File: config.mk
export PLATFORM = sky130hd
export DESIGN_NAME = keypad_emulator
export DESIGN_NICKNAME = d
export VERILOG_FILES = /design/src/rtl/keypad_emulator.sv
export SDC_FILE = /design/constraint.sdc
export NUM_CORES = 1
export LEC_CHECK = 0
export ABC_CLOCK_PERIOD_IN_PS = 4900
export CAP_MARGIN = 20
export CELL_PAD_IN_SITES_DETAIL_PLACEMENT = 0
export CELL_PAD_IN_SITES_GLOBAL_PLACEMENT = 1
export CORE_MARGIN = 2
export CORE_UTILIZATION = 46
export CTS_CLUSTER_DIAMETER = 150
export CTS_CLUSTER_SIZE = 40
export DETAILED_ROUTE_END_ITERATION = 8
export PLACE_DENSITY_LB_ADDON = 0.12
export SLEW_MARGIN = 20
export SYNTH_ARGS = -nofsm -noshare
export SYNTH_HDL_FRONTEND = slang
export SYNTH_SLANG_ARGS = --single-unit
File: constraint.sdc
create_clock -name clk -period 4.9 [get_ports clk]
set_input_delay 1.47 -clock clk [delete_from_list [all_inputs] [get_ports clk]]
set_output_delay 1.47 -clock clk [all_outputs]
set_load 0.01 [all_outputs]
File: src/rtl/keypad_emulator.sv
// Contact-side model of a 4x4 keypad matrix: answers the scanner's active-low row
// drive with active-low column sense for one commanded press with bounce, hold and gap.
module keypad_emulator #(
  parameter int unsigned CNT_WIDTH      = 24,
  parameter int unsigned HOLD_CYCLES    = 24'd4000000,
  parameter int unsigned BOUNCE_TOGGLES = 6,
  parameter int unsigned BOUNCE_PERIOD  = 24'd20000,
  parameter int unsigned GAP_CYCLES     = 24'd2000000
) (
  input  logic       clk,
  input  logic       rst,
  input  logic [3:0] row_n,
  input  logic [3:0] key_in,
  input  logic       press_req,
  output logic [3:0] col_n,
  output logic       busy,
  output logic       done,
  output logic [3:0] key_active
);

  // A phase length of 0 behaves as 1, so each terminal count is max(len,1)-1.
  localparam logic [CNT_WIDTH-1:0] HOLD_T   = CNT_WIDTH'(HOLD_CYCLES);
  localparam logic [CNT_WIDTH-1:0] PER_T    = CNT_WIDTH'(BOUNCE_PERIOD);
  localparam logic [CNT_WIDTH-1:0] GAP_T    = CNT_WIDTH'(GAP_CYCLES);
  localparam logic [CNT_WIDTH-1:0] HOLD_LAST = (HOLD_T == '0) ? '0 : HOLD_T - CNT_WIDTH'(1);
  localparam logic [CNT_WIDTH-1:0] PER_LAST  = (PER_T == '0) ? '0 : PER_T - CNT_WIDTH'(1);
  localparam logic [CNT_WIDTH-1:0] GAP_LAST  = (GAP_T == '0) ? '0 : GAP_T - CNT_WIDTH'(1);

  localparam int unsigned TOG_W = (BOUNCE_TOGGLES > 1) ? $clog2(BOUNCE_TOGGLES) : 1;
  localparam logic [TOG_W-1:0] TOG_LAST =
    TOG_W'((BOUNCE_TOGGLES > 0) ? BOUNCE_TOGGLES - 1 : 0);
  localparam bit BOUNCE_EN = (BOUNCE_TOGGLES != 0);

  typedef enum logic [2:0] {
    S_IDLE,
    S_BOUNCE_IN,
    S_HOLD,
    S_BOUNCE_OUT,
    S_GAP
  } state_t;

  state_t               r_state, w_state;
  logic [CNT_WIDTH-1:0] r_timer, w_timer;
  logic [TOG_W-1:0]     r_tog, w_tog;
  logic                 r_contact, w_contact;
  logic                 r_busy, w_busy;
  logic                 r_done, w_done;
  logic [3:0]           r_key, w_key;
  logic [3:0]           r_col, w_col;
  logic                 w_tick;

  assign w_tick = (r_timer == PER_LAST);

  always_ff @(posedge clk) begin
    if (rst) begin
      r_state   <= S_IDLE;
      r_timer   <= '0;
      r_tog     <= '0;
      r_contact <= 1'b0;
      r_busy    <= 1'b0;
      r_done    <= 1'b0;
      r_key     <= 4'h0;
      r_col     <= 4'b1111;
    end else begin
      r_state   <= w_state;
      r_timer   <= w_timer;
      r_tog     <= w_tog;
      r_contact <= w_contact;
      r_busy    <= w_busy;
      r_done    <= w_done;
      r_key     <= w_key;
      r_col     <= w_col;
    end
  end

  always_comb begin
    w_state   = r_state;
    w_timer   = r_timer + CNT_WIDTH'(1);
    w_tog     = r_tog;
    w_contact = r_contact;
    w_busy    = r_busy;
    w_done    = 1'b0;
    w_key     = r_key;
    case (r_state)
      S_IDLE: begin
        // busy is still high during the done cycle and falls on the next edge
        w_timer   = '0;
        w_tog     = '0;
        w_contact = 1'b0;
        w_busy    = 1'b0;
        if (press_req) begin
          w_key     = key_in;
          w_busy    = 1'b1;
          w_contact = 1'b1;
          w_state   = BOUNCE_EN ? S_BOUNCE_IN : S_HOLD;
        end
      end
      S_BOUNCE_IN: begin
        if (w_tick) begin
          w_timer = '0;
          if (r_tog == TOG_LAST) begin
            w_tog     = '0;
            w_contact = 1'b1;
            w_state   = S_HOLD;
          end else begin
            w_tog     = r_tog + TOG_W'(1);
            w_contact = ~r_contact;
          end
        end
      end
      S_HOLD: begin
        w_contact = 1'b1;
        if (r_timer == HOLD_LAST) begin
          w_timer   = '0;
          w_contact = 1'b0;
          w_state   = BOUNCE_EN ? S_BOUNCE_OUT : S_GAP;
        end
      end
      S_BOUNCE_OUT: begin
        if (w_tick) begin
          w_timer = '0;
          if (r_tog == TOG_LAST) begin
            w_tog     = '0;
            w_contact = 1'b0;
            w_state   = S_GAP;
          end else begin
            w_tog     = r_tog + TOG_W'(1);
            w_contact = ~r_contact;
          end
        end
      end
      S_GAP: begin
        w_contact = 1'b0;
        if (r_timer == GAP_LAST) begin
          w_timer = '0;
          w_done  = 1'b1;
          w_state = S_IDLE;
        end
      end
      default: w_state = S_IDLE;
    endcase
  end

  // Column sense answers only when the key's own row is among the driven rows.
  always_comb begin
    w_col = 4'b1111;
    if (r_contact && !row_n[r_key[3:2]]) w_col[r_key[1:0]] = 1'b0;
  end

  assign col_n      = r_col;
  assign busy       = r_busy;
  assign done       = r_done;
  assign key_active = r_key;

endmodule
* Word-level counts from Yosys, hierarchy flattened *
Cells that the tools add are included.

storage, ports and cells
  input bits = 11
  memories kept = 0
  ROM bits = 0
  logic and storage cells = 73
  bits in writable memories = 0
  output and inout bits = 10
  bits in latches = 0
  bits in registers = 41

operators by class
  order comparisons = 3
  equal/unequal tests = 16
  divide/modulo/power cells = 0
  shift operators = 0
  add/sub/neg operators = 2
  bitwise gates (word level) = 4
  multiply operators = 0
  reduce and logical (&&, ||, !) cells = 13
  mux-type cells = 27

operators by type and width
  kind                   count
  $pmux 24 s4            1
  $mux 24                3
  $mux 3                 9
  $add 24x1->24 const B  1
  $eq 24x15->1 const B   1
  $eq 24x21->1 const B   1
  $eq 24x22->1 const B   1
  $pmux 3 s5             1
  $ne 2x2->1 const B     7
  $mux 1                 9
  $reduce_and 7->1       1
  $eq 3x2->1 const B     2
  $eq 3x3->1 const B     2
  $lt 2x3->1 const B     2
  $pmux 3 s2             1
  $reduce_or 2->1        3
  $pmux 1 s5             1
  $reduce_bool 5->1      1
  $not 4->4              1
  $reduce_and 2->1       2
  $add 3x1->3 const B    1
  $eq 3x1->1 const B     1
  $logic_not 3->1        1
  $not 1->1              3
  other kinds (8)        9

* Logic depth before layout (Yosys ltp) *
Gate-level depths: netlist (run 1).

  word-level depth = 6
  depth in mapped cells = 7
  mapped depth without buffers = 6

* Worst setup path before layout (run 1) *
No wires, ideal clock.

  path kind = input -> register
  from = input row_n[3]
  to = register r_col[2] (netlist: col_n[2])
  library setup time = 0.124 ns
  required time = 4.776 ns
  setup slack = 2.359 ns
  path buffers = 0
  arrival time = 2.418 ns
  stages = 4
  cell sequence = mux4_2 > nor3b_1 > nor2b_1 > nand2_1

between the ends
  cells in the longest elaborated chain, start to end = 6

RTL lines
  element                           RTL line  RTL
  from (decl)                       12        input logic [3:0] row_n,
  $bmux 1 s2                        147       if (r_contact && !row_n[r_key[3:2]]) w_col[r_key[1:0]] = 1'b0;
  $mux 1 (implied by the code)      147
  $logic_not 1->1                   147
  $logic_and 1x1->1                 147
  $not 1->1 (no source line)        n/a
  $reduce_or 2->1 (no source line)  n/a
  to (signal assigned)              72        r_col <= w_col;
  to (decl)                         49        logic [3:0] r_col, w_col;

Every way passes these cells. The select of a mux whose other input is x is not followed.
A chain may end at the register's enable or synchronous reset.

==> impl_metrics.yaml, run 1 <==
status:
  status: "finished clean"
synthesis:
  ys_types: 45
  yosysSeqAreaShare: 0.401
  synthArstFlopShare: 0
  synth.top_cell.area_share: 0.401
  synth.cell_area_sq_mm: 0.00205
  synth_seq_cells: 41
  yosys-top-cells-area: "dfxtp_1 40%, xor2_1 6.8%, nor3_2 4.9%"
  synth_enable_flop_cells: 0
  yosysTopAreaCell: "dfxtp_1"
  ys_warn_count: 0
  synth.avg_cell_area_sq_um: 9.14
  synthCells: 224
  ys.flop_type: "dfxtp_1"
  synth_nets: 236
clock_network:
  path_clk_slew_ns: 0.08
  post_cts_buffers: 0
  clock_latency_ns: 0.29
  cts_buffers: 5
  cts-hold-fix-buffers: 0
  numClockSinks: 41
  ctsLongestPathBuffers: 2
  cts_root_buffer: "clkbuf_8"
  htree_levels: 2
  cts_tree: "done"
  ctsResizeCount: 0
placement:
  port_buffers: 20
  place_hpwl_mm: 3.13
  place_ws_ns: 1.72
  gp_congestion: 0.811
  dp.cells: 284
setup_path:
  required_ns: 5.12
  cp_max_fo: 18
  max_stage_delay_ns: 0.72
  critPathBufInv: 2
  crit_path_top_delay_cell: "clkdlybuf4s50_1"
  crit_path_cell_trace: "clkdlybuf4s50_1 > nor2_1 > o31ai_4 > buf_8 > nor3b_1"
  critPathKind: "in -> reg"
  critPathCaptureType: "register"
  critical_path.top_delay_family: "buffers and inverters"
  startpoint_type: "input port"
  worst_ep_arrival_time_ns: 3.09
global_route:
  busiest_layer: "met2"
  gr-usage-all-layers: 0.186
  antenna_found_initial: 0
  grt_pass1_wl_mm: 7.55
  grtUsageMet1: 0.234
  grt_pass1_vias: 1632
  met3_usage: 0.0470
  grt_max_degree: 24
  met2_usage: 0.319
  grt.overflow.total: 0
sta:
  fin_ws_ns: 2.03
  finalCritPeriodShare: 0.585
  fin_tns_setup_ns: 0
  rsz0062_at_grt: "no"
  clock.fmax_mhz: 349
  clock_skew_ns: 0.00624
  slew_violations: 0
  setup_viol: 0
  hold_viol_final: 0
  relSlewSlack: 0.417
  fin_crit_ns: 2.87
  tightest_slew_ns: 0.867
final_layout:
  layout.cells.most_common: "dfxtp_1"
  final_cell_mix: "41 x dfxtp_1, 22 x nor2_1, 20 x clkdlybuf4s50_1"
  finalNonFillerCells: 293
  drive_gt1_frac: 0.124
  regArea_sq_um: 821
  insertedDiodeCount: 0
  layout.nets: 252
  syn2layout_area_growth_pct: 16.5
  nFillCells: 397
  multi_input_area_sq_mm: 0.00116
floorplanning:
  die_w_um: 70.7
  rows: 24
  die-area_sq_mm: 0.00500
  die_h_um: 70.7
  start_util: 0.474
  coreArea_sq_mm: 0.00432
  ios: 21
hold_path:
  hp-class: "reg -> reg"
power:
  ir_drop_uv: 329
  leakage_nw: 0.775
  power_density_mw_per_mm2: 276
drt:
  drc: 0
  firstDrtPassIters: 4
  drt_iter0_markers: 127
  route.antenna.remaining_nets: 0
  wl_per_cell_um: 15.2
  vias: 1690
  vias_per_cell: 5.77
  wirelength_mm: 4.46
flow_run:
  cap_viol_max_count: 0
-- registers in the layout, summed over array words and instances, names as in the netlist --
signal / flops
done: 1
r_state: 3
col_n: 4
r_contact: 1
busy: 1
key_active: 4
r_tog: 3
r_timer: 24
-- worst reg2reg max path, cell delays in order, from the launching register on --
cell and delay (ns):
dfxtp_1 0.36, ha_1 0.23, nand4_1 0.14, or4_4 0.53, or4_4 0.57, o31ai_4 0.48
buf_8 0.24, nor3b_1 0.07
-- final cells by class --
type,count,area share
multi-input combinational,169,0.487
clock inverter,3,0.0194
tap,52,0.0273
timing repair buffer,21,0.0902
inverter,2,0.00315
clock buffer,5,0.0288
sequential,41,0.344
-- stage by stage --
stage               total power, mW  area, sq um  hold slack, ns  utilization
finish                        0.659         2390           0.454        0.552
global route                  0.686         2390           0.485        0.552
CTS                           0.665         2360           0.459        0.547
detailed placement            0.391         2250           0.436        0.520
global placement              0.390         2250           0.427        0.520
floorplan                     0.374         2050           0.428            -
-- cells in the mapped netlist, drive strengths merged, types with 2 or more instances --
cell type / number
dfxtp: 41
nor3: 23
nor2: 22
xor2: 16
nand2: 12
nand3: 11
nand4: 11
clkbuf: 9
xnor2: 7
nor4: 6
or4: 6
a21oi: 5
and3: 5
mux2i: 5
o21ai: 4
and4: 3
buf: 3
nand2b: 3
nand3b: 3
a21o: 2
a31o: 2
inv: 2
nand4b: 2
nor2b: 2
nor3b: 2
or2: 2
or3: 2
-- report_power, final --
group	internal, mW	switching, mW	leakage, nW
registers	0.338	0.00660	0.332
logic	0.0227	0.0169	0.389
clock network	0.152	0.122	0.0543
-- worst paths after layout --
check / startpoint / endpoint / slack [ns] / cells past startpoint
hold / removal: key_active[0]$_SDFFE_PP0P_ / col_n[3]$_SDFF_PP1_ / 0.45 / 1
hold reg to reg: key_active[0]$_SDFFE_PP0P_ / col_n[3]$_SDFF_PP1_ / 0.45 / 1
setup / recovery: rst / r_timer[1]$_SDFF_PP0_ / 2.03 / 5
setup reg to reg: r_timer[0]$_SDFF_PP0_ / r_timer[1]$_SDFF_PP0_ / 2.15 / 7
-- routing by layer --
metal  up-vias  share of wire
li1        851              -
met1       794           0.47
met2        37           0.48
met3         8          0.043
met4         0          0.012
met5         -              0
-- logic make-up after synthesis --
family / count (synthesis) / share of synthesized area
AND/OR/NAND/NOR: 118 / 0.344
flip-flops: 41 / 0.401
XOR/XNOR: 23 / 0.0983
AO/OA/AOI/OAI: 21 / 0.0806
buffers and inverters: 14 / 0.0348
multiplexers: 6 / 0.0354
adder cells (fa/ha/maj): 1 / 0.00611
No activity file was read; power rests on OpenSTA's default activity.
==> run 2: changes to the inputs <==
- ABC_CLOCK_PERIOD_IN_PS: 4900 -> 2400
- CORE_UTILIZATION: 46 -> 39
- clock period: 4.9 -> 2.4 ns (I/O delays scaled with it)
==> impl_metrics.yaml, run 2 (synthesis results as in run 1) <==
power:
  power_density_mw_per_mm2: 518
  leakage_nw: 0.897
  ir_drop_uv: 233
  p_int_mw: 1.06
  pwr-share-comb: 0.074
  p_sw_frac: 0.225
  clockPowerShare: 0.413
  p_sw_mw: 0.309
  p_seq_frac: 0.513
final_layout:
  drive_gt1_frac: 0.218
  syn2layout_area_growth_pct: 29.5
  layout.nets: 272
  layout.cells.most_common: "dfxtp_1"
  final_cell_mix: "37 x dfxtp_1, 20 x nor2_1, 20 x clkdlybuf4s50_1"
  final_area_sq_mm: 0.00265
  final_util: 0.523
  largest_register_ffs: 24
  finalNonFillerCells: 331
  nFillCells: 500
  insertedDiodeCount: 0
  regMostFlops: "r_timer"
drt:
  wirelength_mm: 4.61
  drt_iter0_markers: 66
  firstDrtPassIters: 6
  route.antenna.remaining_nets: 0
  vias: 1717
  vias_per_cell: 5.19
  drc: 0
  wl_per_cell_um: 13.9
floorplanning:
  start_util: 0.404
  die_h_um: 76.5
  ios: 21
  rows: 26
  die-area_sq_mm: 0.00585
  die_w_um: 76.5
  coreArea_sq_mm: 0.00507
sta:
  clock.fmax_mhz: 422
  fin_tns_setup_ns: 0
  fin_crit_ns: 2.37
  finalCritPeriodShare: 0.986
  tightest_slew_ns: 0.553
  setup_viol: 0
  hold_viol_final: 0
  clock_skew_ns: 0.0128
  rsz0062_at_grt: "yes"
  slew_violations: 0
  relSlewSlack: 0.631
setup_path:
  critPathLaunch: "r_timer[1]$_SDFF_PP0_"
  critPathKind: "reg -> reg"
  critPathCaptureType: "register"
  cp_max_fo: 6
  required_ns: 2.59
  reg2reg_from: "r_timer[1]$_SDFF_PP0_"
  rrSetupSlack_ns: 0.03
  startpoint_type: "register"
  worst_ep_arrival_time_ns: 2.55
placement:
  dp.cells: 319
  port_buffers: 20
  gp_congestion: 0.766
  placed_cell_area_sq_mm: 0.00242
  place_hpwl_mm: 3.17
clock_network:
  cts_root_buffer: "clkbuf_8"
  cts_tree: "done"
  ctsLongestPathBuffers: 2
  path_clk_slew_ns: 0.09
  numClockSinks: 41
  clock_latency_ns: 0.30
  cts_buffers: 5
  htree_levels: 2
global_route:
  grt_pass1_vias: 1598
  grt_max_degree: 24
  grt.overflow.total: 0
  gr-usage-all-layers: 0.160
  grt_pass1_wl_mm: 7.58
  antenna_found_initial: 0
hold_path:
  hp-class: "reg -> reg"
  hp-start: "key_active[0]$_SDFFE_PP0P_"
flow_run:
  cap_viol_max_count: 0
status:
  status: "finished clean"
## run 2: cell types whose count changed in the layout (fill, tap and decap cells not counted), sizes merged
cell / before / now
buf: 1 / 19
clkbuf: 5 / 7
## run 2: per-layer routing
layer | global-route usage | routed length [um] | vias up | part of all wire
met2 | 0.247 | 2060 | 38 | 0.45
met3 | 0.0450 | 241 | 6 | 0.052
met4 | 0.0545 | 80 | 0 | 0.017
li1 | - | - | 880 | -
met5 | 0 | 0 | - | 0
met1 | 0.213 | 2220 | 793 | 0.48
## run 2: path summary, 6_finish.rpt
kind	end	cells past startpoint
min	col_n[3]$_SDFF_PP1_	1
max	r_timer[5]$_SDFF_PP0_	8
min reg2reg	col_n[3]$_SDFF_PP1_	1
max reg2reg	r_timer[5]$_SDFF_PP0_	8
## run 2: final cells by class
class | count | area (sq um) | share of cell area
clock buffers | 5 | 68.8 | 0.0259
multi-input cells | 169 | 1190 | 0.449
well taps | 70 | 87.6 | 0.0330
flip-flops and latches | 41 | 826 | 0.311
repair buffers | 41 | 425 | 0.160
inverters | 2 | 7.51 | 0.00283
clock inverters | 3 | 46.3 | 0.0175
## run 2: stage by stage
| stage | total power, mW | hold slack [ns] | setup WS, ns |
|---|---|---|---|
| after floorplan | 0.764 | 0.428 | 0.0489 |
| after global placement | 0.806 | 0.422 | 0.0584 |
| after detailed placement | 0.806 | 0.428 | 0.0499 |
| after CTS | 1.38 | 0.449 | 0.0306 |
| after global routing | 1.43 | 0.491 | -0.0527 |
| final | 1.37 | 0.448 | 0.0329 |
## run 2: worst max-delay path, stage by stage (launching register included)
cell and delay, ns:
dfxtp_2 0.36, ha_4 0.14, nand4_1 0.10, or4_4 0.46, or4_4 0.58, o31ai_4 0.26, buf_6 0.17, clkbuf_16 0.16
nor3_2 0.04
## run 2: power by group through the flow
stage | logic, mW | clock network, mW | registers [mW]
floorplan | 0.0464 | 0 | 0.717
global placement | 0.0864 | 0 | 0.719
detailed placement | 0.0866 | 0 | 0.719
CTS | 0.0869 | 0.585 | 0.703
global route | 0.110 | 0.617 | 0.706
finish | 0.102 | 0.567 | 0.704
## run 2: what timing repair did
item                       4_1_cts  5_1_grt
hold buffers                     0        0
buffers inserted                 0        1
resized for setup                0       12
setup endpoints to repair        0       23
